File: src/rtl/tone_seq_ctrl.sv
// Tone sequencer: steps a small (freq, duration, waveform) table on a prescaled time base and drives the CORDIC PWM inputs.
// Latency: outputs are registered and change one clock after a start, a stop or an entry boundary.
// Backpressure: none; start is a one-cycle request, stop aborts at once, table writes are accepted every cycle. Build option TONE_SEQ_GAP_EN.
module tone_seq_ctrl #(
    parameter int FREQ_W    = 12,
    parameter int ADDR_W    = 3,
    parameter int DUR_W     = 8,
    parameter int TICK_DIV  = 131072,
    parameter int GAP_TICKS = 16
) (
    input  logic              clock,
    input  logic              resetn,
    input  logic              wr_en,
    input  logic [ADDR_W-1:0] wr_addr,
    input  logic [FREQ_W-1:0] wr_freq,
    input  logic [DUR_W-1:0]  wr_dur,
    input  logic              wr_wave,
    input  logic [ADDR_W:0]   seq_len,
    input  logic              loop,
    input  logic              start,
    input  logic              stop,
    output logic [FREQ_W-1:0] freq,
    output logic              waveform_sel,
    output logic              busy,
    output logic              done,
    output logic [ADDR_W-1:0] cur_idx
);

    localparam int DEPTH = 1 << ADDR_W;
    localparam int TW    = (TICK_DIV > 1) ? $clog2(TICK_DIV) : 1;
    localparam logic [TW-1:0]   TICK_LAST = TW'(TICK_DIV - 1);
    localparam logic [ADDR_W:0] LEN_MAX   = (ADDR_W + 1)'(DEPTH);
`ifdef TONE_SEQ_GAP_EN
    localparam int GW = (GAP_TICKS > 1) ? $clog2(GAP_TICKS) : 1;
    localparam logic [GW-1:0] GAP_LAST = GW'(GAP_TICKS - 1);
`endif

    typedef enum logic [1:0] {
        S_IDLE = 2'd0,
`ifdef TONE_SEQ_GAP_EN
        S_GAP  = 2'd2,
`endif
        S_PLAY = 2'd1
    } state_e;

    state_e state_q, state_d;

    // Tone table
    logic [FREQ_W-1:0] tbl_freq_q [DEPTH];
    logic [DUR_W-1:0]  tbl_dur_q  [DEPTH];
    logic              tbl_wave_q [DEPTH];

    // Playback datapath
    logic [ADDR_W:0]   len_q,  len_d;
    logic              loop_q, loop_d;
    logic [ADDR_W-1:0] idx_q,  idx_d;
    logic [FREQ_W-1:0] freq_q, freq_d;
    logic              wave_q, wave_d;
    logic [DUR_W-1:0]  dur_q,  dur_d;
    logic              busy_q, busy_d;
    logic              done_q, done_d;
    logic [TW-1:0]     tick_q, tick_d;
    logic [DUR_W-1:0]  unit_q, unit_d;
`ifdef TONE_SEQ_GAP_EN
    logic [GW-1:0]     gap_q,  gap_d;
    logic              gap_end;
`endif

    logic              start_ok;
    logic [ADDR_W:0]   len_clamped;
    logic [DUR_W-1:0]  dur_last;
    logic              entry_end;
    logic              is_last;
    logic [ADDR_W-1:0] next_idx;
    logic              load_en;
    logic [ADDR_W-1:0] load_idx;

    // Shared decode: entry boundary, last-entry test and the index that follows
    always_comb begin
        start_ok    = start && (seq_len != '0);
        len_clamped = (seq_len > LEN_MAX) ? LEN_MAX : seq_len;
        // dur=0 plays as a single unit, so both 0 and 1 end after unit 0
        dur_last    = (dur_q == '0) ? '0 : dur_q - DUR_W'(1);
        entry_end   = (tick_q == TICK_LAST) && (unit_q == dur_last);
        is_last     = ({1'b0, idx_q} == (len_q - (ADDR_W + 1)'(1)));
        next_idx    = is_last ? '0 : idx_q + ADDR_W'(1);
`ifdef TONE_SEQ_GAP_EN
        gap_end     = (gap_q == GAP_LAST);
`endif
    end

    // FSM state register
    always_ff @(posedge clock or negedge resetn) begin
        if (!resetn) begin
            state_q <= S_IDLE;
        end else begin
            state_q <= state_d;
        end
    end

    // FSM next-state: stop dominates, otherwise advance on start / entry end
    always_comb begin
        state_d = state_q;
        if (stop) begin
            state_d = S_IDLE;
        end else begin
            case (state_q)
                S_IDLE: begin
                    if (start_ok) state_d = S_PLAY;
                end
                S_PLAY: begin
                    if (entry_end) begin
                        if (is_last && !loop_q) begin
                            state_d = S_IDLE;
                        end else begin
`ifdef TONE_SEQ_GAP_EN
                            state_d = S_GAP;
`else
                            state_d = S_PLAY;
`endif
                        end
                    end
                end
`ifdef TONE_SEQ_GAP_EN
                S_GAP: begin
                    if (gap_end) state_d = S_PLAY;
                end
`endif
                default: state_d = S_IDLE;
            endcase
        end
    end

    // FSM outputs and datapath next values; table fetch happens only on load
    always_comb begin
        len_d    = len_q;
        loop_d   = loop_q;
        idx_d    = idx_q;
        freq_d   = freq_q;
        wave_d   = wave_q;
        dur_d    = dur_q;
        busy_d   = busy_q;
        done_d   = 1'b0;
        tick_d   = tick_q;
        unit_d   = unit_q;
`ifdef TONE_SEQ_GAP_EN
        gap_d    = gap_q;
`endif
        load_en  = 1'b0;
        load_idx = idx_q;
        if (stop) begin
            freq_d = '0;
            busy_d = 1'b0;
            tick_d = '0;
            unit_d = '0;
`ifdef TONE_SEQ_GAP_EN
            gap_d  = '0;
`endif
        end else begin
            case (state_q)
                S_IDLE: begin
                    freq_d = '0;
                    if (start_ok) begin
                        len_d    = len_clamped;
                        loop_d   = loop;
                        busy_d   = 1'b1;
                        tick_d   = '0;
                        unit_d   = '0;
                        load_en  = 1'b1;
                        load_idx = '0;
                    end
                end
                S_PLAY: begin
                    if (tick_q == TICK_LAST) begin
                        tick_d = '0;
                        if (unit_q == dur_last) begin
                            unit_d = '0;
                            if (is_last && !loop_q) begin
                                // one-shot finished: cur_idx and waveform_sel hold
                                freq_d = '0;
                                busy_d = 1'b0;
                                done_d = 1'b1;
                            end else begin
`ifdef TONE_SEQ_GAP_EN
                                // silence first; cur_idx already points at the next entry
                                idx_d  = next_idx;
                                freq_d = '0;
                                gap_d  = '0;
`else
                                load_en  = 1'b1;
                                load_idx = next_idx;
`endif
                            end
                        end else begin
                            unit_d = unit_q + DUR_W'(1);
                        end
                    end else begin
                        tick_d = tick_q + TW'(1);
                    end
                end
`ifdef TONE_SEQ_GAP_EN
                S_GAP: begin
                    if (gap_end) begin
                        load_en  = 1'b1;
                        load_idx = idx_q;
                    end else begin
                        gap_d = gap_q + GW'(1);
                    end
                end
`endif
                default: ;
            endcase
        end
        if (load_en) begin
            idx_d  = load_idx;
            freq_d = tbl_freq_q[load_idx];
            wave_d = tbl_wave_q[load_idx];
            dur_d  = tbl_dur_q[load_idx];
        end
    end

    // Datapath registers
    always_ff @(posedge clock or negedge resetn) begin
        if (!resetn) begin
            len_q  <= '0;
            loop_q <= 1'b0;
            idx_q  <= '0;
            freq_q <= '0;
            wave_q <= 1'b0;
            dur_q  <= '0;
            busy_q <= 1'b0;
            done_q <= 1'b0;
            tick_q <= '0;
            unit_q <= '0;
`ifdef TONE_SEQ_GAP_EN
            gap_q  <= '0;
`endif
        end else begin
            len_q  <= len_d;
            loop_q <= loop_d;
            idx_q  <= idx_d;
            freq_q <= freq_d;
            wave_q <= wave_d;
            dur_q  <= dur_d;
            busy_q <= busy_d;
            done_q <= done_d;
            tick_q <= tick_d;
            unit_q <= unit_d;
`ifdef TONE_SEQ_GAP_EN
            gap_q  <= gap_d;
`endif
        end
    end

    // Table storage: writes land in any state and never touch sequencing
    always_ff @(posedge clock or negedge resetn) begin
        if (!resetn) begin
            for (int i = 0; i < DEPTH; i++) begin
                tbl_freq_q[i] <= '0;
                tbl_dur_q[i]  <= '0;
                tbl_wave_q[i] <= 1'b0;
            end
        end else if (wr_en) begin
            tbl_freq_q[wr_addr] <= wr_freq;
            tbl_dur_q[wr_addr]  <= wr_dur;
            tbl_wave_q[wr_addr] <= wr_wave;
        end
    end

    assign freq         = freq_q;
    assign waveform_sel = wave_q;
    assign busy         = busy_q;
    assign done         = done_q;
    assign cur_idx      = idx_q;

endmodule

File: config.mk
export PLATFORM = sky130hd
export DESIGN_NAME = tone_seq_ctrl
export DESIGN_NICKNAME = d
export VERILOG_FILES = /design/src/rtl/tone_seq_ctrl.sv
export SDC_FILE = /design/constraint.sdc
export NUM_CORES = 1
export LEC_CHECK = 0
export ABC_CLOCK_PERIOD_IN_PS = 8000
export BUFFER_PORTS_ARGS = -buffer_cell sky130_fd_sc_hd__buf_2
export CAP_MARGIN = 20
export CELL_PAD_IN_SITES_DETAIL_PLACEMENT = 0
export CELL_PAD_IN_SITES_GLOBAL_PLACEMENT = 1
export CORE_MARGIN = 3
export CORE_UTILIZATION = 54
export DETAILED_ROUTE_END_ITERATION = 7
export HOLD_SLACK_MARGIN = 0.05
export PLACE_DENSITY = 0.91
export SLEW_MARGIN = 10
export SYNTH_ARGS = -nofsm -noshare
export SYNTH_HDL_FRONTEND = slang
export SYNTH_SLANG_ARGS = --single-unit
export TNS_END_PERCENT = 50
File: constraint.sdc
create_clock -name clock -period 8 [get_ports clock]
set_clock_uncertainty 0.05 [all_clocks]
set_input_delay 2.4 -clock clock [delete_from_list [all_inputs] [get_ports clock]]
set_output_delay 2.4 -clock clock [all_outputs]
set_load 0.03 [all_outputs]
; ---- Word-level counts from Yosys, hierarchy flattened
; Index checks and enable logic that the tools add are counted.
[classes]
addsub = 5
n_lt_le_gt_ge = 4
n_eq_ne = 12
muxes = 64
n_bitwise = 3
n_reduce_logical = 16
[ops]
columns = operator, count
row1 = $bwmux W96, 1
row2 = $mux W12, 8
row3 = $bwmux W64, 1
row4 = $mux W8, 8
row5 = $mux W17, 3
row6 = $bmux W12 S3, 1
row7 = $demux W12 S3, 1
row8 = $pmux W17 S2, 1
row9 = $bmux W8 S3, 1
row10 = $demux W8 S3, 1
row11 = $pmux W12 S2, 1
row12 = $mux W1, 19
row13 = $mux W3, 6
row14 = $add A17 B1 Y17 const B, 1
row15 = $eq A17 B17 Y1 const B, 1
row16 = $pmux W8 S2, 1
row17 = $ne A3 B3 Y1 const B, 5
row18 = $ne A4 B4 Y1 const B, 3
row19 = $add A8 B1 Y8 const B, 1
row20 = $bwmux W8, 1
row21 = $eq A8 B8 Y1, 1
row22 = $ge A4 B4 Y1 const B, 2
row23 = $logic_not A8 Y1, 1
row24 = $not A3 Y4, 2
row25 = other kinds (24), 33
[totals]
regBits = 226
inputBits = 34
output_inout_bits = 18

; ---- Depth between registers and ports, before layout
; Gate-level depths: netlist (run 1).
[depth]
depth_word = 13
ltp_mapped = 18

; ---- Least setup slack after synthesis (run 1)
; OpenSTA, ideal clock, no wires.
[synth_timing]
path_type = input port to flip-flop
startpoint = input seq_len[0]
endpoint = register freq_q[10] (netlist: freq[10])
setup_ns = 0.064
arrival_ns = 4.808
path_slack_ns = 3.078
path_stages = 8
n_path_buf = 1
cell_sequence = o41ai_1 > nor3_1 > or3_1 > nor4_2 > nor3b_4 > buf_6 > a22o_1 > a211o_1
[synth_between]
elab_chain_len = 10
elab_cells_between_ends = 18
classes_between = 3 x eq/ne / 10 x mux / 1 x bitwise / 4 x reduce/logical
[synth_rtl]
columns = item, line
row1 = "start, declared", 18  ; input logic [ADDR_W:0] seq_len,
row2 = $reduce_bool A4 Y1 *, 80  ; start_ok = start && (seq_len != '0);
row3 = $logic_and A1 B1 Y1 *, 80
row4 = $mux W3, 163  ; if (start_ok) begin
row5 = $pmux W3 S2, 160  ; case (state_q)
row6 = $mux W3, 151  ; if (stop) begin
row7 = $not A3 Y4 (not written as such), 216  ; freq_d = tbl_freq_q[load_idx];
row8 = $bmux W12 S3, 216
row9 = $mux W12 (not written as such) (2 in series), 216
row10 = $mux W12, 214  ; if (load_en) begin
row11 = "end signal, assigned", 242  ; freq_q <= freq_d;
row12 = "end, declared", 57  ; logic [FREQ_W-1:0] freq_q, freq_d;
; Every way passes the cells marked *; elsewhere a longest branch is shown, timed or not. The select of a mux whose other input is x is not followed.
; A chain may end at the register's enable or synchronous reset.

; ---- Final worst setup path (run 1)
[layout_timing]
startpoint = input seq_len[0]
endpoint = register freq_q[5] (netlist: freq[5])
; Same word-level chain as after synthesis.

==> reports/results.txt, run 1 <==
Antenna Nets Post-Route: 0
post-synthesis share of cell area spent on full adders, half adders and majority gates: 0.701%
hold buffer count at CTS: 0
category of the most critical setup path: input pin to flop
clock root buffer: sky130_fd_sc_hd__clkbuf_16
WHS: 0.433 ns
diode insertion count for antenna repair: 0
# Post-CTS Setup Buffers: 0
synthesized net count: 945
clock latency of the later-clocked register in the worst-skew pair: 0.53 ns
Final #Nets: 991
WP data required: 8.41 ns
slew at the pin with the worst max-slew slack: 1.06 ns
initial standard-cell utilization of the core: 56.1%
number of enable-type register cells in the synthesized netlist: 0
cell area power density: 255 mW/mm^2
wire length of the first global-routing pass: 39400 um
cell count after placement: 1185
number of synthesized register bits: 225
count of final max-slew check failures: 0
number of buffers created by CTS: 24
sequential cell area fraction in the yosys report: 52.6%
Setup Viol. Count Final: 0
Achievable Freq: 184 MHz
number of distinct library cells after synthesis: 64
setup repair after global routing missed its margin: no
post-synth top area cell: sky130_fd_sc_hd__dfrtp_1
number of detailed-routing iterations run before antenna repair: 5
fraction of the mapped netlist area in compound gates: 12.4%
Die ar.: 0.0215 sq mm
Max H-tree Level: 1
total gr overflow: 0
HPWL after detailed placement: 14600 um
count of yosys warnings during synthesis: 0
most frequent cells after synthesis: sky130_fd_sc_hd__dfrtp_1, sky130_fd_sc_hd__mux2_2, sky130_fd_sc_hd__nand2_1
Post-Layout Cell Count: 1224
dominant cell by count in the synthesized netlist: sky130_fd_sc_hd__dfrtp_1
post-synthesis xor/xnor area fraction: 0.818%
CTS sink cnt: 225
cells after synthesis: 905
Final Hold Fails: 0
count of buffers inserted at the top-level ports: 51
share of layout cells above drive strength 1: 31.2%
post-route fraction of the period consumed by the critical path: 68.1%
initial antenna violation count: 0
multi-input logic area: 0.00485 sq mm
Main synth FF type: sky130_fd_sc_hd__dfrtp_1
via density per instance: 6.05
Setup Total Neg Slack: 0 ns
TritonCTS clock tree: yes
final routed DRC violation total: 0
number of max-cap violations: 0
static leakage: 5.23 nW
Placeable Area: 0.0191 sq mm
via count of the first global-routing pass: 7515
multiplexer area fraction after synthesis: 21.3%
routed length per instance: 19.6 um
area fraction of the dominant cell type after synthesis: 52.6%
biggest fanout along the worst timing path: 43
total detailed-routing wirelength: 24100 um
largest net degree at the start of global routing: 106
endpoint class of the critical path: flop
minimum clock period after layout: 5.45 ns
Arrival @ worst endpoint: 5.86 ns
outcome: complete, no violations
footprint of the flip-flops and latches: 0.00563 sq mm
IO Count: 52
count of cells resized by post-cts repair: 0
site row count: 50
clock input transition at the sequential cells of the worst setup and hold paths: 0.06 ns
Max VDD drop: 0.000192 V
ys async rst share: 100%
average size of a mapped cell: 11.8 sq um
routability-driven placement congestion ratio: 0.816
area growth from synthesis to layout: 12.2%
die extent in y: 147 um
startpoint kind of the worst setup timing path: input pin
Final Util: 62.9%
top cells by area in the synthesized netlist: sky130_fd_sc_hd__dfrtp_1, sky130_fd_sc_hd__mux2_2, sky130_fd_sc_hd__nand2_1, sky130_fd_sc_hd__a22o_1, sky130_fd_sc_hd__a21oi_1
max-slew headroom at the worst pin: 29.5%
combinational family with the most area after synthesis: multiplexers
total vias in the final route: 7410
filler instances: 1496
width of the die: 147 um
simple-gate share of the synthesized area: 9.68%
total global-route track usage: 22.3%
Worst Hold Class: flop to flop
Detailed Route Iter0 Violations: 539
CTS max path bufs: 3
Mapped Area: 0.0107 sq mm
worst max-delay path, cell delays in order:
cell                      delay, ns
sky130_fd_sc_hd__buf_2         0.11
sky130_fd_sc_hd__o41ai_1       0.63
sky130_fd_sc_hd__or3_1         0.34
sky130_fd_sc_hd__and2_1        0.21
sky130_fd_sc_hd__a21oi_2       0.06
sky130_fd_sc_hd__buf_4         0.27
sky130_fd_sc_hd__inv_2         0.78
sky130_fd_sc_hd__nand2_1       0.60
sky130_fd_sc_hd__o22ai_1       0.30
sky130_fd_sc_hd__a211o_1       0.14
layout by cell type (no fill, tap or decap), types with 6 or more instances in the layout:
cell	count
sky130_fd_sc_hd__a211o_1	21
sky130_fd_sc_hd__a21oi_1	48
sky130_fd_sc_hd__a22o_1	29
sky130_fd_sc_hd__and3_1	8
sky130_fd_sc_hd__buf_2	50
sky130_fd_sc_hd__buf_4	17
sky130_fd_sc_hd__clkbuf_1	6
sky130_fd_sc_hd__clkbuf_16	24
sky130_fd_sc_hd__clkbuf_8	6
sky130_fd_sc_hd__dfrtp_1	225
sky130_fd_sc_hd__ha_1	6
sky130_fd_sc_hd__inv_1	8
sky130_fd_sc_hd__mux2_1	6
sky130_fd_sc_hd__mux2_2	177
sky130_fd_sc_hd__mux2i_1	22
sky130_fd_sc_hd__nand2_1	91
sky130_fd_sc_hd__nand2b_1	6
sky130_fd_sc_hd__nand3_1	15
sky130_fd_sc_hd__nand4_1	6
sky130_fd_sc_hd__nor2_1	27
sky130_fd_sc_hd__nor3_1	8
sky130_fd_sc_hd__o21ai_0	44
sky130_fd_sc_hd__o22ai_1	12
sky130_fd_sc_hd__o2bb2ai_1	7
flip-flops by register name, summed over array words and instances (netlist names):
| register | cells |
|---|---|
| unit_q | 8 |
| dur_q | 8 |
| tick_q | 17 |
| state_q | 1 |
| tbl_wave_q | 8 |
| tbl_dur_q | 64 |
| busy | 1 |
| freq | 12 |
| done | 1 |
| len_q | 4 |
| tbl_freq_q | 96 |
| loop_q | 1 |
| cur_idx | 3 |
| waveform_sel | 1 |
report_power, final:
| group | internal, mW | switching [mW] |
|---|---|---|
| registers | 1.35 | 0.137 |
| logic | 0.263 | 0.236 |
| clock network | 0.640 | 0.435 |
layout make-up:
type | count | area share, %
Clock buffer | 36 | 5.88
Clock inverter | 3 | 0.563
Inverter | 10 | 0.313
Multi-Input combinational cell | 622 | 40.4
Sequential cell | 225 | 46.9
Tap cell | 260 | 2.71
Timing Repair Buffer | 68 | 3.27
metal layers:
layer / vias to the layer above / wire length, um / global-route usage [%]
met5: - / 0 / 0
met2: 183 / 11300 / 35.6
li1: 3414 / - / -
met1: 3782 / 11200 / 32.6
met3: 31 / 1130 / 2.81
met4: 0 / 445 / 5.64
cell families (layout without fill, tap and decap cells):
kind of cell             after synthesis  after routing
flip-flops                           225            225
multiplexers                         205            205
AND/OR/NAND/NOR                      205            205
AO/OA/AOI/OAI                        196            196
buffers and inverters                 58            117
XOR/XNOR                              10             10
adder cells (fa/ha/maj)                6              6
worst paths after layout:
| check | start | end | slack (ns) | depth (start not counted) |
|---|---|---|---|---|
| setup / recovery | seq_len[0] | freq[5] | 2.55 | 10 |
| hold / removal | tick_q[10] | tick_q[10] | 0.43 | 1 |
| setup reg to reg | tick_q[4] | freq[5] | 2.87 | 15 |
| hold reg to reg | tick_q[10] | tick_q[10] | 0.43 | 1 |
| max in group asynchronous | resetn | tbl_freq_q[90] | 4.55 | 2 |
| min in group asynchronous | resetn | tick_q[13] | 1.85 | 1 |
metrics by stage:
step                      power, mW  setup slack [ns]  instance area, sq um
after global routing           3.22              2.33                 12000
after detailed placement       2.00              2.07                 11200
after floorplan                1.85              3.08                 10700
after global placement         1.98              2.15                 11200
after CTS                      3.09              2.60                 12000
final                          3.06              2.55                 12000
Note: power is estimated with default switching activity, not from simulation.
==> run 2, diff against run 1 <==
Settings changed: ABC_CLOCK_PERIOD_IN_PS 8000 to 5400, CORE_UTILIZATION 54 to 50, PLACE_DENSITY 0.91 to 0.86.
Clock period 8 ns to 5.4 ns, I/O delays scaled along.
==> run 2 against run 1 <==
  * Final area up 1.3%
  * Critical path type is now flop to flop
  * Via count is 1.3% lower
  * Largest power group unchanged
  * Sequential share of layout area is 0.62 points lower
  * Non-clock buffer count up 3
==> reports/results.txt, run 2 (synthesized netlist as in run 1, its figures left out) <==
wire length of the first global-routing pass: 40500 um (+2.7%)
Post-Layout Cell Count: 1245 (+1.7%)
largest registers ranked by flip-flop count: tbl_freq_q (96), tbl_dur_q (64), tick_q (17)
number of buffers created by CTS: 25 (+4.2%)
Setup Total Neg Slack: 0 ns (unchanged)
die extent in y: 152 um (+3.8%)
hold buffer count at CTS: 0 (unchanged)
CTS max path bufs: 3 (unchanged)
HPWL after detailed placement: 15100 um (+3.5%)
Arrival @ worst endpoint: 4.76 ns (-1.10 ns)
cell count after placement: 1198 (+1.1%)
via density per instance: 5.88 (-2.9%)
count of buffers inserted at the top-level ports: 51 (unchanged)
initial antenna violation count: 1 (+1)
Die ar.: 0.0232 sq mm (+7.7%)
Antenna Nets Post-Route: 0 (unchanged)
slew at the pin with the worst max-slew slack: 0.888 ns (-0.169 ns)
commonest non-fill, non-tap cell in the layout: sky130_fd_sc_hd__dfrtp_1
width of the die: 152 um (+3.8%)
TritonCTS clock tree: yes
Achievable Freq: 227 MHz
total vias in the final route: 7317 (-1.3%)
largest register by flop count: tbl_freq_q
via count of the first global-routing pass: 7423 (-1.2%)
category of the most critical setup path: flop to flop
number of max-cap violations: 0 (unchanged)
Placeable Area: 0.0206 sq mm (+8.1%)
minimum clock period after layout: 4.40 ns
clock root buffer: sky130_fd_sc_hd__clkbuf_16
area growth from synthesis to layout: 13.7%
Final #Nets: 995 (+0.40%)
Final Hold Fails: 0 (unchanged)
initial standard-cell utilization of the core: 51.9% (-4.2 points)
Worst Hold Class: flop to flop
Detailed Route Iter0 Violations: 494 (-8.3%)
clock input transition at the sequential cells of the worst setup and hold paths: 0.06 ns (about the same)
routed length per instance: 19.7 um (about the same)
max-slew headroom at the worst pin: 40.8% (+11 points)
static leakage: 5.31 nW (+1.4%)
largest net degree at the start of global routing: 120 (+13%)
count of final max-slew check failures: 0 (unchanged)
outcome: complete, no violations
post-route fraction of the period consumed by the critical path: 81.5%
count of cells resized by post-cts repair: 0 (unchanged)
routability-driven placement congestion ratio: 0.835 (+2.4%)
Largest register FFs: 96 (unchanged)
cell area power density: 389 mW/mm^2 (+53%)
Max H-tree Level: 1 (unchanged)
site row count: 52 (+4.0%)
share of layout cells above drive strength 1: 32.0% (+0.81 points)
endpoint class of the critical path: flop
WP data required: 5.76 ns (-2.65 ns)
biggest fanout along the worst timing path: 46 (+7.0%)
total global-route track usage: 21.1% (-1.1 points)
filler instances: 1697 (+13%)
Setup Viol. Count Final: 0 (unchanged)
final routed DRC violation total: 0 (unchanged)
total gr overflow: 0 (unchanged)
IO Count: 52 (unchanged)
CTS sink cnt: 225 (unchanged)
commonest cells after routing, fill and taps aside: sky130_fd_sc_hd__dfrtp_1, sky130_fd_sc_hd__mux2_2, sky130_fd_sc_hd__nand2_1
# Post-CTS Setup Buffers: 0 (unchanged)
startpoint kind of the worst setup timing path: flop
Max VDD drop: 0.000318 V (+66%)
number of detailed-routing iterations run before antenna repair: 5 (unchanged)
setup repair after global routing missed its margin: no
clock latency of the later-clocked register in the worst-skew pair: 0.53 ns (about the same)
total detailed-routing wirelength: 24500 um (+1.8%)
## run 2: cell types whose count changed in the layout (fill, tap and decap cells not counted), moves of 2 or more
| cell | before | now |
|---|---|---|
| sky130_fd_sc_hd__clkbuf_1 | 6 | 4 |
| sky130_fd_sc_hd__clkbuf_8 | 6 | 2 |
| sky130_fd_sc_hd__bufinv_16 | 1 | 4 |
| sky130_fd_sc_hd__clkinvlp_4 | 1 | 3 |
| sky130_fd_sc_hd__buf_12 | 0 | 2 |
| sky130_fd_sc_hd__clkinv_2 | 0 | 5 |
## run 2: final timing paths
| kind | slack [ns] | cells past startpoint | end | from |
|---|---|---|---|---|
| worst min register to register | 0.42 | 2 | loop_q | loop_q |
| max in group asynchronous | 3.14 | 2 | tbl_freq_q[86] | resetn |
| min in group asynchronous | 1.10 | 1 | tick_q[10] | resetn |
| worst min-delay path | 0.42 | 2 | loop_q | loop_q |
| worst max register to register | 1.00 | 13 | dur_q[3] | dur_q[0] |
| worst max-delay path | 1.00 | 13 | dur_q[3] | dur_q[0] |
## run 2: area by class of cell
type                            instances  area (sq um)  share of cell area [%]
Clock inverter                         15           208                    1.71
Timing Repair Buffer                   71           440                    3.62
Inverter                               10          37.5                   0.309
Tap cell                              270           338                    2.78
Sequential cell                       225          5630                    46.3
Antenna cell                            1          2.50                  0.0206
Clock buffer                           31           668                    5.49
Multi-Input combinational cell        622          4840                    39.8
## run 2: through the flow
step	worst slack [ns]	hold slack (ns)	instance area [sq um]	util, %	total power [mW]
4_1_cts	1.01	0.424	12200	59.0	4.77
3_5_place_dp	0.784	0.409	11300	54.7	2.98
6_report	1.00	0.422	12200	59.0	4.74
5_1_grt	0.677	0.444	12200	59.0	4.96
3_3_place_gp	0.936	0.411	11300	54.7	2.95
2_1_floorplan	1.26	0.389	10700	-	2.73
## run 2: metal layers
metal	share of wire, %	vias up	track usage (%)
met3	4.2	38	2.70
li1	-	3434	-
met5	0	-	0
met4	2.3	0	5.74
met1	47	3689	30.8
met2	46	156	33.7
## run 2: worst max-delay path, stage by stage, from the launching register on
cell	delay, ns
sky130_fd_sc_hd__dfrtp_1	0.45
sky130_fd_sc_hd__inv_1	0.11
sky130_fd_sc_hd__ha_1	0.39
sky130_fd_sc_hd__or3b_2	0.50
sky130_fd_sc_hd__o211a_1	0.22
sky130_fd_sc_hd__a22o_1	0.21
sky130_fd_sc_hd__o21ai_1	0.61
sky130_fd_sc_hd__or3_4	0.28
sky130_fd_sc_hd__a21oi_2	0.07
sky130_fd_sc_hd__inv_2	0.26
sky130_fd_sc_hd__buf_12	0.30
sky130_fd_sc_hd__mux2_2	0.37
sky130_fd_sc_hd__a22o_1	0.23
sky130_fd_sc_hd__a211o_1	0.23
## run 2: power breakdown
group | total, mW | internal (mW) | switching, mW
clock | 1.79 | 1.08 | 0.705
sequential | 2.21 | 2.00 | 0.205
combinational | 0.741 | 0.391 | 0.350
total | 4.74 | 3.48 | 1.26
